## src/rtl/bin2bcd_seq.sv

```systemverilog
// Sequential binary-to-BCD converter (double dabble, one bit per clock) with valid/ready input and held result.
// Optional build macro BCD_SATURATE_EN: pegs o_bcd at all nines whenever the value exceeds the displayable range.
module bin2bcd_seq #(
   parameter int BIN_WIDTH  = 14,
   parameter int BCD_DIGITS = 4
) (
   input  logic                      sys_clk,
   input  logic                      sys_rst,
   input  logic [BIN_WIDTH-1:0]      i_bin,
   input  logic                      i_valid,
   output logic                      o_ready,
   output logic [4*BCD_DIGITS-1:0]   o_bcd,
   output logic                      o_valid,
   output logic                      o_ovf
);

   localparam int SCR_W = 4 * (BCD_DIGITS + 1);
   localparam int CNT_W = $clog2(BIN_WIDTH + 1);

   typedef enum logic [1:0] {
      S_IDLE  = 2'd0,
      S_SHIFT = 2'd1,
      S_DONE  = 2'd2
   } state_e;

   // Add 3 to every digit that is 5 or more; digits are adjusted independently.
   function automatic logic [SCR_W-1:0] dd_adjust(input logic [SCR_W-1:0] s);
      logic [SCR_W-1:0] r;
      r = s;
      for (int d = 0; d < BCD_DIGITS + 1; d++) begin
         if (s[4*d +: 4] >= 4'd5) begin
            r[4*d +: 4] = s[4*d +: 4] + 4'd3;
         end else begin
            r[4*d +: 4] = s[4*d +: 4];
         end
      end
      return r;
   endfunction

   state_e                    state_q, state_d;
   logic [BIN_WIDTH-1:0]      shift_q, shift_d;
   logic [SCR_W-1:0]          scratch_q, scratch_d;
   logic [CNT_W-1:0]          cnt_q, cnt_d;
   logic [4*BCD_DIGITS-1:0]   bcd_q, bcd_d;
   logic                      valid_q, valid_d;
   logic                      ovf_q, ovf_d;
   logic                      ready_q, ready_d;

   logic [SCR_W-1:0]            adj_s;
   logic [SCR_W+BIN_WIDTH:0]    wide_s;
   logic [SCR_W-1:0]            scratch_nxt_s;
   logic                        ovf_s;
   logic [4*BCD_DIGITS-1:0]     bcd_nxt_s;

   // One adjust-and-shift step of the combined {scratch, shift} register plus FSM next state.
   always_comb begin
      state_d   = state_q;
      shift_d   = shift_q;
      scratch_d = scratch_q;
      cnt_d     = cnt_q;
      bcd_d     = bcd_q;
      valid_d   = 1'b0;
      ovf_d     = ovf_q;
      ready_d   = ready_q;

      adj_s         = dd_adjust(scratch_q);
      wide_s        = {adj_s, shift_q, 1'b0};
      scratch_nxt_s = wide_s[SCR_W+BIN_WIDTH-1:BIN_WIDTH];
      // Top bit can only be set by a value beyond five digits; folded into overflow for safety.
      ovf_s         = |{wide_s[SCR_W+BIN_WIDTH], scratch_nxt_s[SCR_W-1:4*BCD_DIGITS]};
`ifdef BCD_SATURATE_EN
      if (ovf_s) begin
         bcd_nxt_s = {BCD_DIGITS{4'h9}};
      end else begin
         bcd_nxt_s = scratch_nxt_s[4*BCD_DIGITS-1:0];
      end
`else
      bcd_nxt_s = scratch_nxt_s[4*BCD_DIGITS-1:0];
`endif

      case (state_q)
         S_IDLE: begin
            if (i_valid) begin
               shift_d   = i_bin;
               scratch_d = '0;
               cnt_d     = '0;
               ready_d   = 1'b0;
               state_d   = S_SHIFT;
            end else begin
               ready_d   = 1'b1;
            end
         end
         S_SHIFT: begin
            scratch_d = scratch_nxt_s;
            shift_d   = wide_s[BIN_WIDTH-1:0];
            cnt_d     = cnt_q + CNT_W'(1);
            if (cnt_q == CNT_W'(BIN_WIDTH - 1)) begin
               bcd_d   = bcd_nxt_s;
               ovf_d   = ovf_s;
               valid_d = 1'b1;
               state_d = S_DONE;
            end else begin
               state_d = S_SHIFT;
            end
         end
         S_DONE: begin
            ready_d = 1'b1;
            state_d = S_IDLE;
         end
         default: begin
            ready_d = 1'b1;
            state_d = S_IDLE;
         end
      endcase
   end

   // State and output registers; reset also aborts any conversion in flight.
   always_ff @(posedge sys_clk) begin
      if (sys_rst) begin
         state_q   <= S_IDLE;
         shift_q   <= '0;
         scratch_q <= '0;
         cnt_q     <= '0;
         bcd_q     <= '0;
         valid_q   <= 1'b0;
         ovf_q     <= 1'b0;
         ready_q   <= 1'b1;
      end else begin
         state_q   <= state_d;
         shift_q   <= shift_d;
         scratch_q <= scratch_d;
         cnt_q     <= cnt_d;
         bcd_q     <= bcd_d;
         valid_q   <= valid_d;
         ovf_q     <= ovf_d;
         ready_q   <= ready_d;
      end
   end

   assign o_ready = ready_q;
   assign o_bcd   = bcd_q;
   assign o_valid = valid_q;
   assign o_ovf   = ovf_q;

endmodule

```

## config.mk

```make
export PLATFORM = sky130hd
export DESIGN_NAME = bin2bcd_seq
export DESIGN_NICKNAME = d
export VERILOG_FILES = /design/src/rtl/bin2bcd_seq.sv
export SDC_FILE = /design/constraint.sdc
export NUM_CORES = 1
export LEC_CHECK = 0
export CAP_MARGIN = 20
export CORE_UTILIZATION = 35
export DETAILED_ROUTE_END_ITERATION = 10
export SLEW_MARGIN = 30
export SYNTH_ARGS = -nofsm -noshare
export SYNTH_HDL_FRONTEND = slang
export SYNTH_SLANG_ARGS = --single-unit
```

## constraint.sdc

```tcl
create_clock -name sys_clk -period 2.56 [get_ports sys_clk]
set_input_delay 0.256 -clock sys_clk [delete_from_list [all_inputs] [get_ports sys_clk]]
set_output_delay 0.256 -clock sys_clk [all_outputs]
set_load 0.01 [all_outputs]
```

==> results.sh <==
export IMPL_yosysTopAreaCell="dfxtp_1"
export IMPL_cts_tree="yes"
export IMPL_cp_end_kind="flop"
export IMPL_worstHoldPathType="input pin to flop"
export IMPL_ys_seq_area_share_pct=41.33
export IMPL_firstDrtPassIters=4
export IMPL_mappedNetlistArea_sq_um=2858
export IMPL_skew_ns=0.005663
export IMPL_reg2reg_depth=4
export IMPL_ctsResizeCount=0
export IMPL_grt_max_degree=37
export IMPL_fin_crit_sh_pct=67.19
export IMPL_port_buffers=35
export IMPL_ant_nets=0
export IMPL_syn_nets=400
export IMPL_cts_sinks=59
export IMPL_die_w_um=92.36
export IMPL_hold_path_endpoint="cnt_q[0]$_SDFFE_PP0P_"
export IMPL_final_max_slew_viol_count=0
export IMPL_max_cap_violations=0
export IMPL_antenna_found_initial=0
export IMPL_h_tree_depth=3
export IMPL_drc=0
export IMPL_drive_gt1_share_pct=5.473
export IMPL_r2r_start="state_q[0]$_SDFFE_PP0P_"
export IMPL_finalNetCount=429
export IMPL_synth_top_cells_by_count="59 x dfxtp_1, 51 x a21oi_1, 48 x nor2_1"
export IMPL_synth_async_reset_ratio_pct=0
export IMPL_hold_violations=0
export IMPL_synth_seq_cells=59
export IMPL_criticalPathCategory="flop to flop"
export IMPL_top_usage_layer="met2"
export IMPL_powerDensity_nw_per_um2=525.4
export IMPL_cts_root_buffer="clkbuf_8"
export IMPL_r2r_end="o_bcd[15]$_SDFFE_PP0P_"
export IMPL_hold_depth=2
export IMPL_clock_tree_buffer_depth=2
export IMPL_synth_top_area_share_pct=41.33
export IMPL_globalRouteOverflowTotal=0
export IMPL_routed_wl_um=6089
export IMPL_startpoint_type="flop"
export IMPL_peakVddDrop_mv=0.2898
export IMPL_nFillCells=809
export IMPL_synth_edff_count=0
export IMPL_clk_pin_slew_ns=0.06
export IMPL_start_util_pct=36.60
export IMPL_finalInstanceArea_sq_um=3422
export IMPL_coreArea_sq_um=7807
export IMPL_dieArea_sq_um=8530
export IMPL_met1_usage_pct=19.07
export IMPL_num_rows=32
export IMPL_dr_first_iter_drc_count=79
export IMPL_track_usage_pct=15.94
export IMPL_syn_instance_count=371
export IMPL_vias=2505
export IMPL_synth_area_leaders="dfxtp_1 41%, a21oi_1 8.9%, o21ai_0 6.5%"
export IMPL_yosysMostFrequentCell="dfxtp_1"
export IMPL_required_ns=2.79
export IMPL_grt_pass1_vias=2346
export IMPL_cts_buffers=9
export IMPL_cts_setup_buffers=0
export IMPL_place_inst=491
export IMPL_die_height_um=92.36
export IMPL_post_dp_hpwl_um=3949
export IMPL_power_mw=1.798
export IMPL_final_cells=504
export IMPL_met2_usage_pct=25.86
export IMPL_ys_types=29
export IMPL_clk_insertion_delay_late_ns=0.34
export IMPL_p_leak_nw=1.253
export IMPL_rsz0062_at_grt="false"
export IMPL_met3_usage_pct=5.911
export IMPL_fmax_ghz=0.5813
export IMPL_min_period_ns=1.720
export IMPL_regToRegSetupSlack_ns=0.84
export IMPL_slew_headroom_pct=55.86
export IMPL_status="complete, no violations"
export IMPL_min_from="sys_rst"
export IMPL_fin_tns_setup_ns=0
export IMPL_whs_ns=0.4332
export IMPL_grt_pass1_wl_um=10590
export IMPL_wl_per_cell_um=12.08
export IMPL_place_gp_congestion=0.7703
export IMPL_pin_count=36
export IMPL_synth_top_flop_cell="dfxtp_1"
export IMPL_final_setup_viol_count=0
export IMPL_worst_pin_slew_ns=0.6621
export IMPL_arrival_ns=1.95
export IMPL_antennaDiodeCount=0
export IMPL_drt_vias_per_instance=4.970
export IMPL_ctsHoldBuffers=0
export IMPL_syn_area_per_cell_sq_um=7.703
export IMPL_syn2layout_area_growth_pct=19.75
export IMPL_cp_max_fo=24
export IMPL_ys_warn_count=0
export IMPL_post_dp_cell_area_sq_um=3273
[cell type report]
type                            count  area (sq um)  share of cell area [%]
Inverter                           25         93.84                   2.742
Tap cell                          102         127.6                   3.729
Sequential cell                    59          1181                   34.52
Timing Repair Buffer               42         397.9                   11.63
Clock buffer                       13         148.9                   4.351
Multi-Input combinational cell    263          1473                   43.03
[cell families (layout without fill, tap and decap cells)]
logic type | count (synthesis) | count (layout) | share of synthesized area (%)
AO/OA/AOI/OAI | 116 | 116 | 22.86
XOR/XNOR | 5 | 5 | 1.532
adder cells (fa/ha/maj) | 12 | 12 | 5.254
buffers and inverters | 49 | 80 | 7.136
flip-flops | 59 | 59 | 41.33
multiplexers | 6 | 6 | 2.145
AND/OR/NAND/NOR | 124 | 124 | 19.75
[per-layer routing]
| metal | vias up | wire length [um] |
|---|---|---|
| li1 | 1311 | - |
| met1 | 1136 | 2794 |
| met2 | 47 | 2927 |
| met3 | 11 | 251 |
| met4 | 0 | 116 |
| met5 | - | 0 |
[state kept, by name (all words and copies together), names as in the netlist]
register,count
o_ovf,1
cnt_q,4
o_bcd,16
scratch_q,20
o_valid,1
shift_q,14
o_ready,1
state_q,2
[how the worst max path moves through the flow]
stage	startpoint	slack, ns	depth (start not counted)	endpoint
after floorplan	scratch_q[17]$_SDFFE_PP0P_	1.14	7	o_ovf$_SDFFE_PP0P_
after global placement	state_q[0]$_SDFFE_PP0P_	0.88	4	o_bcd[3]$_SDFFE_PP0P_
after detailed placement	state_q[0]$_SDFFE_PP0P_	0.82	4	o_bcd[15]$_SDFFE_PP0P_
after CTS	state_q[0]$_SDFFE_PP0P_	0.82	4	o_bcd[15]$_SDFFE_PP0P_
after global routing	state_q[0]$_SDFFE_PP0P_	0.68	4	o_bcd[15]$_SDFFE_PP0P_
final	state_q[0]$_SDFFE_PP0P_	0.84	4	o_bcd[15]$_SDFFE_PP0P_
[stage by stage]
stage	setup slack [ns]	util, %
finish	0.8398	43.83
global route	0.6783	43.83
CTS	0.8194	43.83
detailed placement	0.8170	41.92
global placement	0.8766	41.92
floorplan	1.140	-
[placed cells by master, fill, tap and decap left out, types with 3 or more instances in the layout]
| cell type | instances |
|---|---|
| xnor2_1 | 5 |
| a211oi_1 | 7 |
| clkbuf_1 | 3 |
| nand2b_1 | 6 |
| nor2_1 | 48 |
| buf_4 | 7 |
| nand2_1 | 36 |
| a21oi_1 | 51 |
| mux2i_1 | 5 |
| nor3b_1 | 10 |
| clkbuf_8 | 10 |
| dfxtp_1 | 59 |
| inv_1 | 25 |
| a22oi_1 | 15 |
| clkdlybuf4s50_1 | 34 |
| ha_1 | 12 |
| o21ai_0 | 37 |
| nor2b_1 | 4 |
| nand3_1 | 6 |
| nor3_1 | 11 |
[where the power goes]
part / switching (mW) / leakage (nW) / internal (mW) / total, mW
Sequential: 0.0189 / 0.480 / 0.943 / 0.962
Combinational: 0.0825 / 0.698 / 0.0600 / 0.143
Clock: 0.331 / 0.0754 / 0.362 / 0.694
Total: 0.433 / 1.25 / 1.37 / 1.80
[critical path, stage by stage (launching register included)]
cell      delay (ns)
dfxtp_1         0.49
nand2b_4        0.22
or2_1           0.51
a211oi_1        0.32
nor3_1          0.07
(Power assumes the default switching activity.)
